===== src/rtl/cpu6502_int_seq.sv =====
// Interrupt/reset sequencer for the cpu6502 core: arbitrates RESET > NMI > IRQ, requests a forced
// BRK and supplies vector low byte, pushed B flag and reset-time stack write inhibit.
module cpu6502_int_seq #(
    parameter int unsigned NUM_IRQ      = 4,
    parameter int unsigned VECTORED     = 0,
    parameter logic [7:0]  VEC_IRQ_BASE = 8'hE0,
    parameter int unsigned NMI_SYNC     = 2
) (
    input  logic               clk,
    input  logic               reset,
    input  logic               nmi,
    input  logic [NUM_IRQ-1:0] irq_src,
    input  logic               i_flag,
    input  logic               mask_we,
    input  logic [NUM_IRQ-1:0] mask_wdata,
    input  logic               sample,
    input  logic               vec_lo_stb,
    input  logic               vec_hi_stb,
    output logic               int_req,
    output logic [1:0]         int_kind,
    output logic [7:0]         vector_lo,
    output logic               push_b,
    output logic               wr_inhibit,
    output logic [2:0]         irq_id,
    output logic [NUM_IRQ-1:0] irq_pending
);

    typedef enum logic [1:0] {
        StIdle,
        StPend,
        StServe
    } state_e;

    localparam logic [1:0] KindNone  = 2'd0;
    localparam logic [1:0] KindIrq   = 2'd1;
    localparam logic [1:0] KindNmi   = 2'd2;
    localparam logic [1:0] KindReset = 2'd3;

    state_e               state_q, state_d;
    logic [1:0]           kind_q, kind_d, kind_eff;
    logic [2:0]           irq_id_q, irq_id_d;
    logic [NUM_IRQ-1:0]   mask_q, mask_d;
    logic [NMI_SYNC-1:0]  nmi_sync_q, nmi_sync_d;
    logic                 nmi_last_q;
    logic                 nmi_latch_q, nmi_latch_d;
    logic                 rst_pend_q, rst_pend_d;
    logic                 nmi_rise;
    logic                 nmi_clear;
    logic                 irq_ok;
    logic [2:0]           cand_id;

    // NMI synchroniser chain; the extra flop gives the edge detector its previous sample
    always_comb begin
        nmi_sync_d    = nmi_sync_q;
        nmi_sync_d[0] = nmi;
        for (int i = 1; i < int'(NMI_SYNC); i++) begin
            nmi_sync_d[i] = nmi_sync_q[i-1];
        end
    end

    assign nmi_rise    = nmi_sync_q[NMI_SYNC-1] & ~nmi_last_q;
    assign irq_pending = irq_src & ~mask_q;
    assign irq_ok      = (|irq_pending) & ~i_flag;

    // Lowest-index pending source wins
    always_comb begin
        cand_id = 3'd0;
        for (int i = int'(NUM_IRQ) - 1; i >= 0; i--) begin
            if (irq_pending[i]) begin
                cand_id = 3'(i);
            end
        end
    end

    // An NMI arriving before the vector fetch hijacks a committed IRQ sequence
    always_comb begin
        kind_eff = kind_q;
        if (state_q == StPend && kind_q == KindIrq && nmi_latch_q) begin
            kind_eff = KindNmi;
        end
    end

    always_comb begin
        state_d    = state_q;
        kind_d     = kind_eff;
        irq_id_d   = irq_id_q;
        rst_pend_d = rst_pend_q;
        nmi_clear  = 1'b0;
        unique case (state_q)
            StIdle: begin
                if (sample && (rst_pend_q || nmi_latch_q || irq_ok)) begin
                    state_d  = StPend;
                    irq_id_d = 3'd0;
                    if (rst_pend_q) begin
                        kind_d = KindReset;
                    end else if (nmi_latch_q) begin
                        kind_d = KindNmi;
                    end else begin
                        kind_d   = KindIrq;
                        irq_id_d = cand_id;
                    end
                end
            end
            StPend: begin
                if (vec_lo_stb) begin
                    state_d = StServe;
                    if (kind_eff == KindNmi) begin
                        nmi_clear = 1'b1;
                    end
                    if (kind_eff == KindReset) begin
                        rst_pend_d = 1'b0;
                    end
                end else if (kind_eff == KindIrq && (|irq_pending)) begin
                    irq_id_d = cand_id;
                end
            end
            StServe: begin
                if (vec_hi_stb) begin
                    state_d  = StIdle;
                    kind_d   = KindNone;
                    irq_id_d = 3'd0;
                end
            end
            default: begin
                state_d  = StIdle;
                kind_d   = KindNone;
                irq_id_d = 3'd0;
            end
        endcase
    end

    // A fresh edge in the clearing cycle keeps the latch set
    assign nmi_latch_d = nmi_rise | (nmi_latch_q & ~nmi_clear);
    assign mask_d      = mask_we ? mask_wdata : mask_q;

    always_ff @(posedge clk) begin
        if (reset) begin
            state_q     <= StIdle;
            kind_q      <= KindNone;
            irq_id_q    <= 3'd0;
            mask_q      <= '1;
            nmi_sync_q  <= '0;
            nmi_last_q  <= 1'b0;
            nmi_latch_q <= 1'b0;
            rst_pend_q  <= 1'b1;
        end else begin
            state_q     <= state_d;
            kind_q      <= kind_d;
            irq_id_q    <= irq_id_d;
            mask_q      <= mask_d;
            nmi_sync_q  <= nmi_sync_d;
            nmi_last_q  <= nmi_sync_q[NMI_SYNC-1];
            nmi_latch_q <= nmi_latch_d;
            rst_pend_q  <= rst_pend_d;
        end
    end

    always_comb begin
        vector_lo = 8'hFE;
        unique case (kind_eff)
            KindReset: vector_lo = 8'hFC;
            KindNmi:   vector_lo = 8'hFA;
            KindIrq: begin
                if (VECTORED != 0) begin
                    vector_lo = VEC_IRQ_BASE + {4'b0000, irq_id_q, 1'b0};
                end
            end
            default:   vector_lo = 8'hFE;
        endcase
    end

    assign int_req    = (state_q != StIdle);
    assign int_kind   = kind_eff;
    assign push_b     = ~int_req;
    assign wr_inhibit = int_req & (kind_eff == KindReset);
    assign irq_id     = irq_id_q;

endmodule


===== config.mk =====
export PLATFORM = sky130hd
export DESIGN_NAME = cpu6502_int_seq
export DESIGN_NICKNAME = d
export VERILOG_FILES = /design/src/rtl/cpu6502_int_seq.sv
export SDC_FILE = /design/constraint.sdc
export NUM_CORES = 1
export LEC_CHECK = 0
export BUFFER_PORTS_ARGS = -buffer_cell sky130_fd_sc_hd__buf_4
export CELL_PAD_IN_SITES_DETAIL_PLACEMENT = 0
export CELL_PAD_IN_SITES_GLOBAL_PLACEMENT = 2
export CORE_ASPECT_RATIO = 0.75
export CORE_MARGIN = 3
export CORE_UTILIZATION = 28
export CTS_BUF_LIST = sky130_fd_sc_hd__clkbuf_8
export CTS_CLUSTER_SIZE = 14
export DETAILED_ROUTE_END_ITERATION = 10
export GPL_TIMING_DRIVEN = 0
export PLACE_DENSITY = 0.86
export SYNTH_ARGS = -nofsm -noshare
export SYNTH_HDL_FRONTEND = slang
export SYNTH_SLANG_ARGS = --single-unit

===== constraint.sdc =====
create_clock -name clk -period 2.5 [get_ports clk]
set_input_delay 0.375 -clock clk [delete_from_list [all_inputs] [get_ports clk]]
set_output_delay 0.375 -clock clk [all_outputs]
set_load 0.05 [all_outputs]

==> metrics.txt <==
outcome completed; CP max stage cell nor2b_1; total wire length ~2000 µm; CP bufs+invs 2; Setup crit start kind flop; vias in the first global route approximately 700; Max Buffers Root-to-Sink 2; maxcap violations 0; initial core utilization between 30% and 40%; Global Route Usage Sum a little under an eighth; largest net degree at the start of global routing 11; flops & latches, synth 15; Place WS 0.521 ns; worst-case vdd ir drop 0.273 mV; Netlist Area Pre-Place 810 µm²; area leader, netlist dfxtp_1; Main synth FF type dfxtp_1; Min Hold Slack 0.332 ns; H-tree depth 1; Syn Inst Count 98; row count 16; synth top area cells dfxtp_1, nor2b_1, buf_4, a211o_1, o21ai_0; Worst Clk Skew around 0.0016 ns; Reg clk slew, reported paths 0.06 ns; RSZ-0062 raised after global routing no; io pins 36; Slew Viols, Final 0; 1st-iter DRT viols 27; Power Dens Cells ~600 mW/mm²; drt first pass iters 4; Worst Setup End Kind primary output; area fraction of the dominant cell type after synthesis a little under two fifths; fin crit share 91.4%; slowest stage delay, CP ~0.4 ns; WP data required between 2 and 2.5 ns; hold path startpoint mask_wdata[1]; clk_lat worst skew ~0.24 ns; Clock Sink Count 15; Final WS setup 0.214 ns; die area roughly 0.0036 mm²; routability cong. between 0.7 and 0.8; met1 WL 1010 µm; CP arrival 1.91 ns; hold buffer count at CTS 0; core area between 0.002 and 0.003 mm²; Fill cells 270; Yosys warnings 0; nets 152; CP top delay family simple AND/OR/NAND/NOR gates; DR DRC count 0; r2r worst-path depth 5; via/cell ratio 4.53; hold depth 2; leakage between 0.5 and 0.6 nW; Worst R2R Start state_q[0]; Crit Path Max Fanout 10; Final Hold Fails 0; GR Overflow Total 0; Critical Path, Cell by Cell clkbuf_1 -> nor2b_1 -> nand2_1 -> o21ai_0 -> nand2_1 -> buf_4; Post-synth ARST share 0%; Final setup viols 0; post-CTS resize count 0; R2R Path End irq_id[1]; Hold Path Sink mask_q[1]; Setup TNS 0 ns; wire length on met2 between 800 and 900 µm; most frequent cell after synthesis nor2b_1; Seq/Total Area, Yosys 37.1%; share of cells above drive strength 1 about a third; HPWL Detailed between 1500 and 2000 µm; CTS tree built; die height between 50 and 60 µm; area grow syn2layout 39.4%; ANT nets after route 0; CP most frequent cell nand2_1; initial antenna violation count 0; Max Fclk 437 MHz; Ant. Diodes 0; Wirelength per Cell about 12 µm; reg2reg setup slack ~0.94 ns; first-pass GRT wire length 3180 µm; CTS root buffer clkbuf_8; number of synthesized flops with an enable pin 0; met3 wire length 140 µm; WS Path Type flop to primary output; HP Class input pin to flop; Top Layer Used met3; syn_area_per_cell between 8 and 9 µm²; IO buf count 28; routed vias 775; postcts setup bufs 0; Synth cell types 33; commonest cells in the synthesized netlist nor2b_1, dfxtp_1, nor2_1; die width a little under 70 µm; min cycle time layout around 2.3 ns; TritonCTS buffer count 3
report_power, final:
part | total, W | leakage, nW | internal, W | switching, W
Sequential | 0.000264 | 0.124 | 0.000254 | 0.0000102
Clock | 0.000189 | 0.0269 | 0.000108 | 0.0000801
Combinational | 0.000222 | 0.350 | 0.0000790 | 0.000143
Total | 0.000675 | 0.500 | 0.000442 | 0.000233
how the worst max path moves through the flow:
stage / start / endpoint / slack (ns) / cells after the start
2_1_floorplan: irq_src[1] / irq_id[0] / 0.39 / 4
3_3_place_gp: state_q[0] / vector_lo[2] / 0.53 / 6
3_5_place_dp: state_q[0] / vector_lo[2] / 0.52 / 6
4_1_cts: state_q[0] / vector_lo[2] / 0.23 / 6
5_1_grt: state_q[0] / vector_lo[2] / 0.09 / 6
6_report: state_q[0] / vector_lo[2] / 0.21 / 6
kinds of logic after synthesis:
family,after synthesis,synth area share (%)
compound gates,28,24.6
simple gates,38,25.5
other cells,2,0.928
xor+xnor,1,1.08
buf+inv,14,10.8
flops,15,37.1
per-stage QoR:
stage | total power (W) | cell area, µm² | utilization (%) | cells
floorplan | 0.000426 | 828 | - | 103
global placement | 0.000490 | 1080 | 40.4 | 167
detailed placement | 0.000491 | 1080 | 40.4 | 167
CTS | 0.000685 | 1130 | 42.1 | 171
global route | 0.000708 | 1130 | 42.1 | 171
finish | 0.000675 | 1130 | 42.1 | 171
cell type report:
cell class / count / area (µm²) / area share (%)
plain buffers: 11 / 76.3 / 6.76
clock buffers: 3 / 41.3 / 3.66
clock inverters: 1 / 3.75 / 0.333
inverters: 3 / 11.3 / 0.998
multi-input cells: 74 / 440 / 39.0
flip-flops and latches: 15 / 300 / 26.6
well taps: 36 / 45.0 / 3.99
repair buffers: 28 / 210 / 18.6
state kept, by name (all words and copies together), names as in the netlist:
name / flops
state_q: 2
kind_q: 2
nmi_last_q: 1
irq_id: 2
rst_pend_q: 1
nmi_latch_q: 1
mask_q: 4
nmi_sync_q: 2
layer usage:
metal / track usage (%) / vias up
li1: - / 404
met1: 17.5 / 343
met2: 16.5 / 28
met3: 4.72 / 0
met4: 1.98 / 0
met5: 0 / -
placed cells by master, fill, tap and decap left out:
cell type,synthesis,final
a31o_2,2,2
or4b_1,1,1
a2111oi_0,1,1
clkbuf_1,2,2
nor3_1,1,1
dfxtp_1,15,15
nor2b_1,16,16
o21ai_1,1,1
a21oi_1,5,5
a211o_1,4,4
buf_4,7,35
nand3b_1,1,1
o31ai_1,1,1
conb_1,2,7
nor4_1,1,1
buf_6,1,1
o41ai_2,1,1
clkbuf_8,0,3
o41ai_1,1,1
nand2_1,6,6
o22ai_1,1,1
o21bai_1,1,1
a22oi_1,1,1
nand3_1,1,1
o211ai_1,1,1
o21ai_0,6,6
buf_2,1,1
inv_1,3,4
nor2_1,8,8
o21a_1,1,1
xnor2_1,1,1
o2111ai_1,1,1
nor3b_1,1,1
nand2b_1,2,2
Power figures use the tool's default switching activity.
